==> src/rtl/seq_pkg.sv <==
// Shared types and default constants for the program run sequencer.
//   seq_state_t : run-controller FSM state encoding
//   Def*        : default parameter values for prog_sequencer
package seq_pkg;

  typedef enum logic [2:0] {
    IDLE,
    RST,
    START,
    RUN,
    REPORT,
    DONE
  } seq_state_t;

  localparam int unsigned DefNumProgs   = 3;
  localparam int unsigned DefRstCycles  = 2;
  localparam int unsigned DefStartCycles = 2;
  localparam int unsigned DefCw         = 16;
  localparam int unsigned DefTimeout    = 32'h0000_FFFF;

endpackage

==> src/rtl/phase_timer.sv <==
// Loadable down-counter with a zero flag, used to time fixed-length phases.
//   Clk     : clock, posedge
//   Reset   : synchronous active-high reset, clears the counter
//   Load    : load LoadVal on the next edge (has priority over counting)
//   LoadVal : value to load; a phase of N cycles loads N-1
//   Zero    : counter is zero (last cycle of the phase)
module phase_timer #(
  parameter int unsigned W = 2
) (
  input  logic         Clk,
  input  logic         Reset,
  input  logic         Load,
  input  logic [W-1:0] LoadVal,
  output logic         Zero
);

  logic [W-1:0] cntQ;

  always_ff @(posedge Clk) begin
    if (Reset) begin
      cntQ <= '0;
    end else if (Load) begin
      cntQ <= LoadVal;
    end else if (cntQ != '0) begin
      cntQ <= cntQ - W'(1);
    end
  end

  assign Zero = (cntQ == '0);

endmodule

==> src/rtl/prog_sequencer.sv <==
// Run controller for the processor: resets it once, then runs NUM_PROGS programs
// back-to-back, measuring each program's cycle count and aborting on timeout.
//   Clk, Reset  : clock (posedge) and synchronous active-high reset
//   Go          : start a run (sampled in IDLE and DONE only)
//   DutAck      : done flag from the processor
//   DutReset    : reset to the processor (RST phase)
//   DutStart    : start to the processor (START phase)
//   ProgIdx     : index of the current program
//   Busy        : run in progress
//   Done        : run finished
//   TimedOut    : sticky abort flag, cleared on the next Go
//   CountValid  : one-cycle strobe qualifying CycleCount
//   CycleCount  : measured RUN cycles for ProgIdx
module prog_sequencer
  import seq_pkg::*;
#(
  parameter int unsigned NUM_PROGS    = DefNumProgs,
  parameter int unsigned RST_CYCLES   = DefRstCycles,
  parameter int unsigned START_CYCLES = DefStartCycles,
  parameter int unsigned CW           = DefCw,
  parameter int unsigned TIMEOUT      = DefTimeout,
  localparam int unsigned PW          = (NUM_PROGS > 1) ? $clog2(NUM_PROGS) : 1
) (
  input  logic          Clk,
  input  logic          Reset,
  input  logic          Go,
  input  logic          DutAck,
  output logic          DutReset,
  output logic          DutStart,
  output logic [PW-1:0] ProgIdx,
  output logic          Busy,
  output logic          Done,
  output logic          TimedOut,
  output logic          CountValid,
  output logic [CW-1:0] CycleCount
);

  localparam int unsigned MaxPhase = (RST_CYCLES > START_CYCLES) ? RST_CYCLES : START_CYCLES;
  localparam int unsigned TW       = $clog2(MaxPhase + 1);

  seq_state_t    stateQ, stateD;
  logic [PW-1:0] progIdxQ, progIdxD;
  logic          timedOutQ, timedOutD;
  logic [CW-1:0] countQ, countD;
  logic          armedQ, armedD;
  logic          timerLoad;
  logic [TW-1:0] timerVal;
  logic          timerZero;
  logic [CW-1:0] countInc;

  phase_timer #(
    .W (TW)
  ) u_phase_timer (
    .Clk     (Clk),
    .Reset   (Reset),
    .Load    (timerLoad),
    .LoadVal (timerVal),
    .Zero    (timerZero)
  );

  assign countInc = countQ + CW'(1);

  always_ff @(posedge Clk) begin
    if (Reset) begin
      stateQ    <= IDLE;
      progIdxQ  <= '0;
      timedOutQ <= 1'b0;
      countQ    <= '0;
      armedQ    <= 1'b0;
    end else begin
      stateQ    <= stateD;
      progIdxQ  <= progIdxD;
      timedOutQ <= timedOutD;
      countQ    <= countD;
      armedQ    <= armedD;
    end
  end

  always_comb begin
    stateD    = stateQ;
    progIdxD  = progIdxQ;
    timedOutD = timedOutQ;
    countD    = countQ;
    armedD    = armedQ;
    timerLoad = 1'b0;
    timerVal  = '0;
    case (stateQ)
      IDLE, DONE: begin
        if (Go) begin
          stateD    = RST;
          progIdxD  = '0;
          timedOutD = 1'b0;
          countD    = '0;
          timerLoad = 1'b1;
          timerVal  = TW'(RST_CYCLES - 1);
        end
      end
      RST: begin
        if (timerZero) begin
          stateD    = START;
          countD    = '0;
          armedD    = 1'b0;
          timerLoad = 1'b1;
          timerVal  = TW'(START_CYCLES - 1);
        end
      end
      START: begin
        if (timerZero) begin
          stateD = RUN;
        end
      end
      RUN: begin
        // A qualifying Ack wins over a timeout landing in the same cycle.
        if (armedQ && DutAck) begin
          stateD = REPORT;
        end else begin
          // Arm only once Ack has been seen low, so a stale Ack is ignored.
          if (!DutAck) begin
            armedD = 1'b1;
          end
          if (countInc == CW'(TIMEOUT)) begin
            timedOutD = 1'b1;
            countD    = CW'(TIMEOUT);
            stateD    = REPORT;
          end else begin
            countD = countInc;
          end
        end
      end
      REPORT: begin
        if (timedOutQ || (progIdxQ == PW'(NUM_PROGS - 1))) begin
          stateD = DONE;
        end else begin
          stateD    = START;
          progIdxD  = progIdxQ + PW'(1);
          countD    = '0;
          armedD    = 1'b0;
          timerLoad = 1'b1;
          timerVal  = TW'(START_CYCLES - 1);
        end
      end
      default: begin
        stateD = IDLE;
      end
    endcase
  end

  assign DutReset   = (stateQ == RST);
  assign DutStart   = (stateQ == START);
  assign Busy       = (stateQ == RST) || (stateQ == START) || (stateQ == RUN) ||
                      (stateQ == REPORT);
  assign Done       = (stateQ == DONE);
  assign CountValid = (stateQ == REPORT);
  assign TimedOut   = timedOutQ;
  assign ProgIdx    = progIdxQ;
  assign CycleCount = countQ;

endmodule

==> config.mk <==
export PLATFORM = sky130hd
export DESIGN_NAME = prog_sequencer
export DESIGN_NICKNAME = d
export VERILOG_FILES = /design/src/rtl/seq_pkg.sv /design/src/rtl/phase_timer.sv /design/src/rtl/prog_sequencer.sv
export SDC_FILE = /design/constraint.sdc
export NUM_CORES = 1
export LEC_CHECK = 0
export ABC_CLOCK_PERIOD_IN_PS = 5400
export BUFFER_PORTS_ARGS = -buffer_cell sky130_fd_sc_hd__buf_2
export CAP_MARGIN = 20
export CORE_ASPECT_RATIO = 0.7
export CORE_MARGIN = 3
export CORE_UTILIZATION = 50
export CTS_CLUSTER_SIZE = 20
export DETAILED_ROUTE_END_ITERATION = 8
export PLACE_DENSITY = 0.72
export SLEW_MARGIN = 20
export SYNTH_ARGS = -nofsm -noshare
export SYNTH_HDL_FRONTEND = slang
export SYNTH_SLANG_ARGS = --single-unit
==> constraint.sdc <==
create_clock -name Clk -period 5.4 [get_ports Clk]
set_input_delay 0.54 -clock Clk [delete_from_list [all_inputs] [get_ports Clk]]
set_output_delay 0.54 -clock Clk [all_outputs]
set_load 0.01 [all_outputs]
==> impl_results.md <==
- Outcome: finished, final reports clean
- Setup ws final: 2810 ps
- Area Overhead vs Synth: 7.757%
- Final worst-path cycle share: 47.96%
- Async SR Flop Fraction: 0%
- EDFF count, synth: 0
- Clock Latency Late Sink: 270 ps
- Reg-to-reg endpoint: stateQ[1]$_SDFFE_PP0P_
- # setup viols final: 0
- Top Ports: 28
- Sequential power share: 39.1%
- Max rail drop VDD: 0.0002450 V
- DR vias: 1750
- GPL Wtd Cong: 0.8614
- Most frequent cells in the layout: a21oi_1, nor2_1, buf_2
- Largest net degree at the start of global routing: 27
- Total CTS buffers: 3
- # Post-CTS Setup Buffers: 0
- Clk slew on worst S/H paths: 90 ps
- Initial antenna violation count: 0
- Routed WL: 4240 um
- Syn. warnings: 0
- PD cells: 323.2 nW/um^2
- Share of cells above drive strength 1: 17.79%
- Placeable Area: 3297 um^2
- Fin. max-slew vios: 0
- PostCTS Resize Cnt: 0
- Hold Crit Start: u_phase_timer.cntQ[1]$_SDFFE_PP0P_
- RSZ-0062 raised after global routing: no
- Max Fclk: 386.1 MHz
- Worst R2R Start: CycleCount[1]$_SDFFE_PP0P_
- Vias in the first global route: 1401
- Syn_nets: 249
- Least-Margin Pin Slew: 1058 ps
- Synthesis-stage register bit count: 25
- Crit path max-delay cell type: dfxtp_1
- Hold Violations, Final: 0
- Starting density of the core: 54.31%
- DIE WIDTH: 77.53 um
- Worst slack, placed: 2821 ps
- Leakage: 0.7922 nW
- GRT Residual Overflow: 0
- H-tree levels: 1
- Comb pwr share: 42.6%
- R2r worst-path depth: 8
- CP Max Fanout: 9
- First-pass GRT wire length: 7051 um
- Filler instances: 304
- CTS tree: done
- Sink Count: 25
- Startpoint types: flop
- # diodes: 0
- Clock skew: 1.813 ps
- CP max stage delay: 470 ps
- Unique cell type count in the Yosys netlist: 59
- Post-DRT Antenna Nets: 0
- Final setup TNS: 0 ps
- Cells after DPL: 296
- CP Capture Type: flop
- Data required time of the worst path: 5570 ps
- DR WL/cell: 14.13 um
- Clock Power Share: 18.2%
- First-iteration detailed-routing DRC count: 150
- Via/cell ratio: 5.833
- Drt first pass iters: 5
- Most common cell after layout, fill and taps aside: a21oi_1
- Clock root buffer: clkbuf_8
- Worst EP arrival: 2760 ps
- P_sw: 0.0002620 W
- Cell Int Power: 0.0003616 W
- Seq/Total Area, Yosys: 27.95%
- Switch share: 42.01%
- Residual DRC count: 0
- Top_reg_cell synth: dfxtp_1
- CP Capture Point: stateQ[1]$_SDFFE_PP0P_
- # nets final: 262
- CTS Buffer Depth: 2
- Reg2reg setup slack: 2810 ps
- Rows: 17
- Mapped Area: 1790 um^2
- Buffers on Ports: 27
- Mapped Cells: 241
- Tmin final: 2590 ps
- Detail Placement HPWL: 3049 um
- Maxcap violations: 0
- Die Area: 4346 um^2
- Slew HR: 28.98%
- Mapped Avg Cell Area: 7.429 um^2
- Worst min-delay path class: flop to flop
- Worst Setup SP: CycleCount[1]$_SDFFE_PP0P_
- GRT Overall Usage: 19.66%
- CTS Hold Bufs: 0
- Die H: 56.07 um
- CP Cell Sequence: ha_1, and3_1, nand4_1, o32ai_1, o22ai_1, nor3_4, o21ai_2, o31a_1
- Worst setup path class: flop to flop
- Final std cells w/o fill: 300
==> layer usage <==
metal / GRT usage, % / wire length, um
met5: 0 / 0
met2: 24.97 / 1621
met4: 2.284 / 17
met3: 4.531 / 351
met1: 32.78 / 2250
==> cell usage after synthesis (all sizes together), types with 2 or more instances <==
cell / count / share of area (%)
a211oi: 3 / 1.5
a21oi: 32 / 8.9
a31oi: 2 / 0.70
a32o: 2 / 1.1
and2: 3 / 1.0
and3: 7 / 2.7
and4: 2 / 1.1
buf: 12 / 4.3
clkbuf: 7 / 1.5
dfxtp: 25 / 28
ha: 4 / 2.8
inv: 10 / 2.1
nand2: 13 / 2.7
nand3: 14 / 4.2
nand4: 5 / 2.1
nor2: 31 / 6.6
nor2b: 7 / 2.4
nor3: 7 / 2.6
nor4: 3 / 1.7
o211a: 3 / 1.7
o211ai: 2 / 1.1
o21ai: 20 / 5.8
or3: 2 / 0.70
xnor2: 4 / 2.0
==> stage by stage <==
step / total power [W] / util, % / hold slack, ps / cell area (um^2)
after global routing: 0.0006753 / 58.52 / 550.8 / 1929
after CTS: 0.0006263 / 58.52 / 536.9 / 1929
after floorplan: 0.0004500 / - / 492.3 / 1790
final: 0.0006236 / 58.52 / 527.1 / 1929
after global placement: 0.0005090 / 57.04 / 510.5 / 1881
after detailed placement: 0.0005127 / 57.04 / 515.6 / 1881
==> critical path: cells and delay by family, from the launching register on <==
| family | cells | cell delay, ps |
|---|---|---|
| compound gates | 4 | 880 |
| fa+ha+maj | 1 | 320 |
| flops | 1 | 470 |
| simple gates | 3 | 820 |
==> cell families (layout without fill, tap and decap cells) <==
group	Yosys count	after routing	synth area share (%)
flops	25	25	27.95
buf+inv	29	41	7.897
mux	1	1	0.5591
fa+ha+maj	4	4	2.795
xor+xnor	4	4	1.956
simple gates	100	100	30.96
compound gates	78	78	27.88
==> state kept, by name (all words and copies together), names as in the netlist <==
signal,count
CycleCount,16
ProgIdx,2
TimedOut,1
armedQ,1
stateQ,3
u_phase_timer.cntQ,2
==> how the worst min path moves through the flow <==
| stage | slack [ps] | cells after the start | to |
|---|---|---|---|
| final | 530 | 2 | u_phase_timer.cntQ[1]$_SDFFE_PP0P_ |
| after global routing | 550 | 2 | TimedOut$_SDFFE_PP0P_ |
| after CTS | 540 | 2 | u_phase_timer.cntQ[1]$_SDFFE_PP0P_ |
| after detailed placement | 520 | 2 | ProgIdx[1]$_SDFFE_PP0P_ |
| after global placement | 510 | 2 | ProgIdx[1]$_SDFFE_PP0P_ |
| after floorplan | 490 | 2 | u_phase_timer.cntQ[1]$_SDFFE_PP0P_ |
==> power groups by stage <==
| stage | Sequential (W) | Combinational, W | Clock [W] |
|---|---|---|---|
| floorplan | 0.000224 | 0.000226 | 0 |
| global placement | 0.000246 | 0.000263 | 0 |
| detailed placement | 0.000247 | 0.000266 | 0 |
| CTS | 0.000243 | 0.000266 | 0.000118 |
| global route | 0.000248 | 0.000303 | 0.000124 |
| finish | 0.000244 | 0.000266 | 0.000114 |
==> cell type report <==
type / instances / area [um^2] / area share (%)
Sequential cell: 25 / 500.5 / 25.94
Tap cell: 47 / 58.81 / 3.048
Multi-Input combinational cell: 187 / 1149 / 59.53
Clock buffer: 3 / 41.29 / 2.140
Inverter: 10 / 37.54 / 1.946
Clock inverter: 1 / 7.507 / 0.3891
Timing Repair Buffer: 27 / 135.1 / 7.004
No activity file was read; power rests on OpenSTA's default activity.
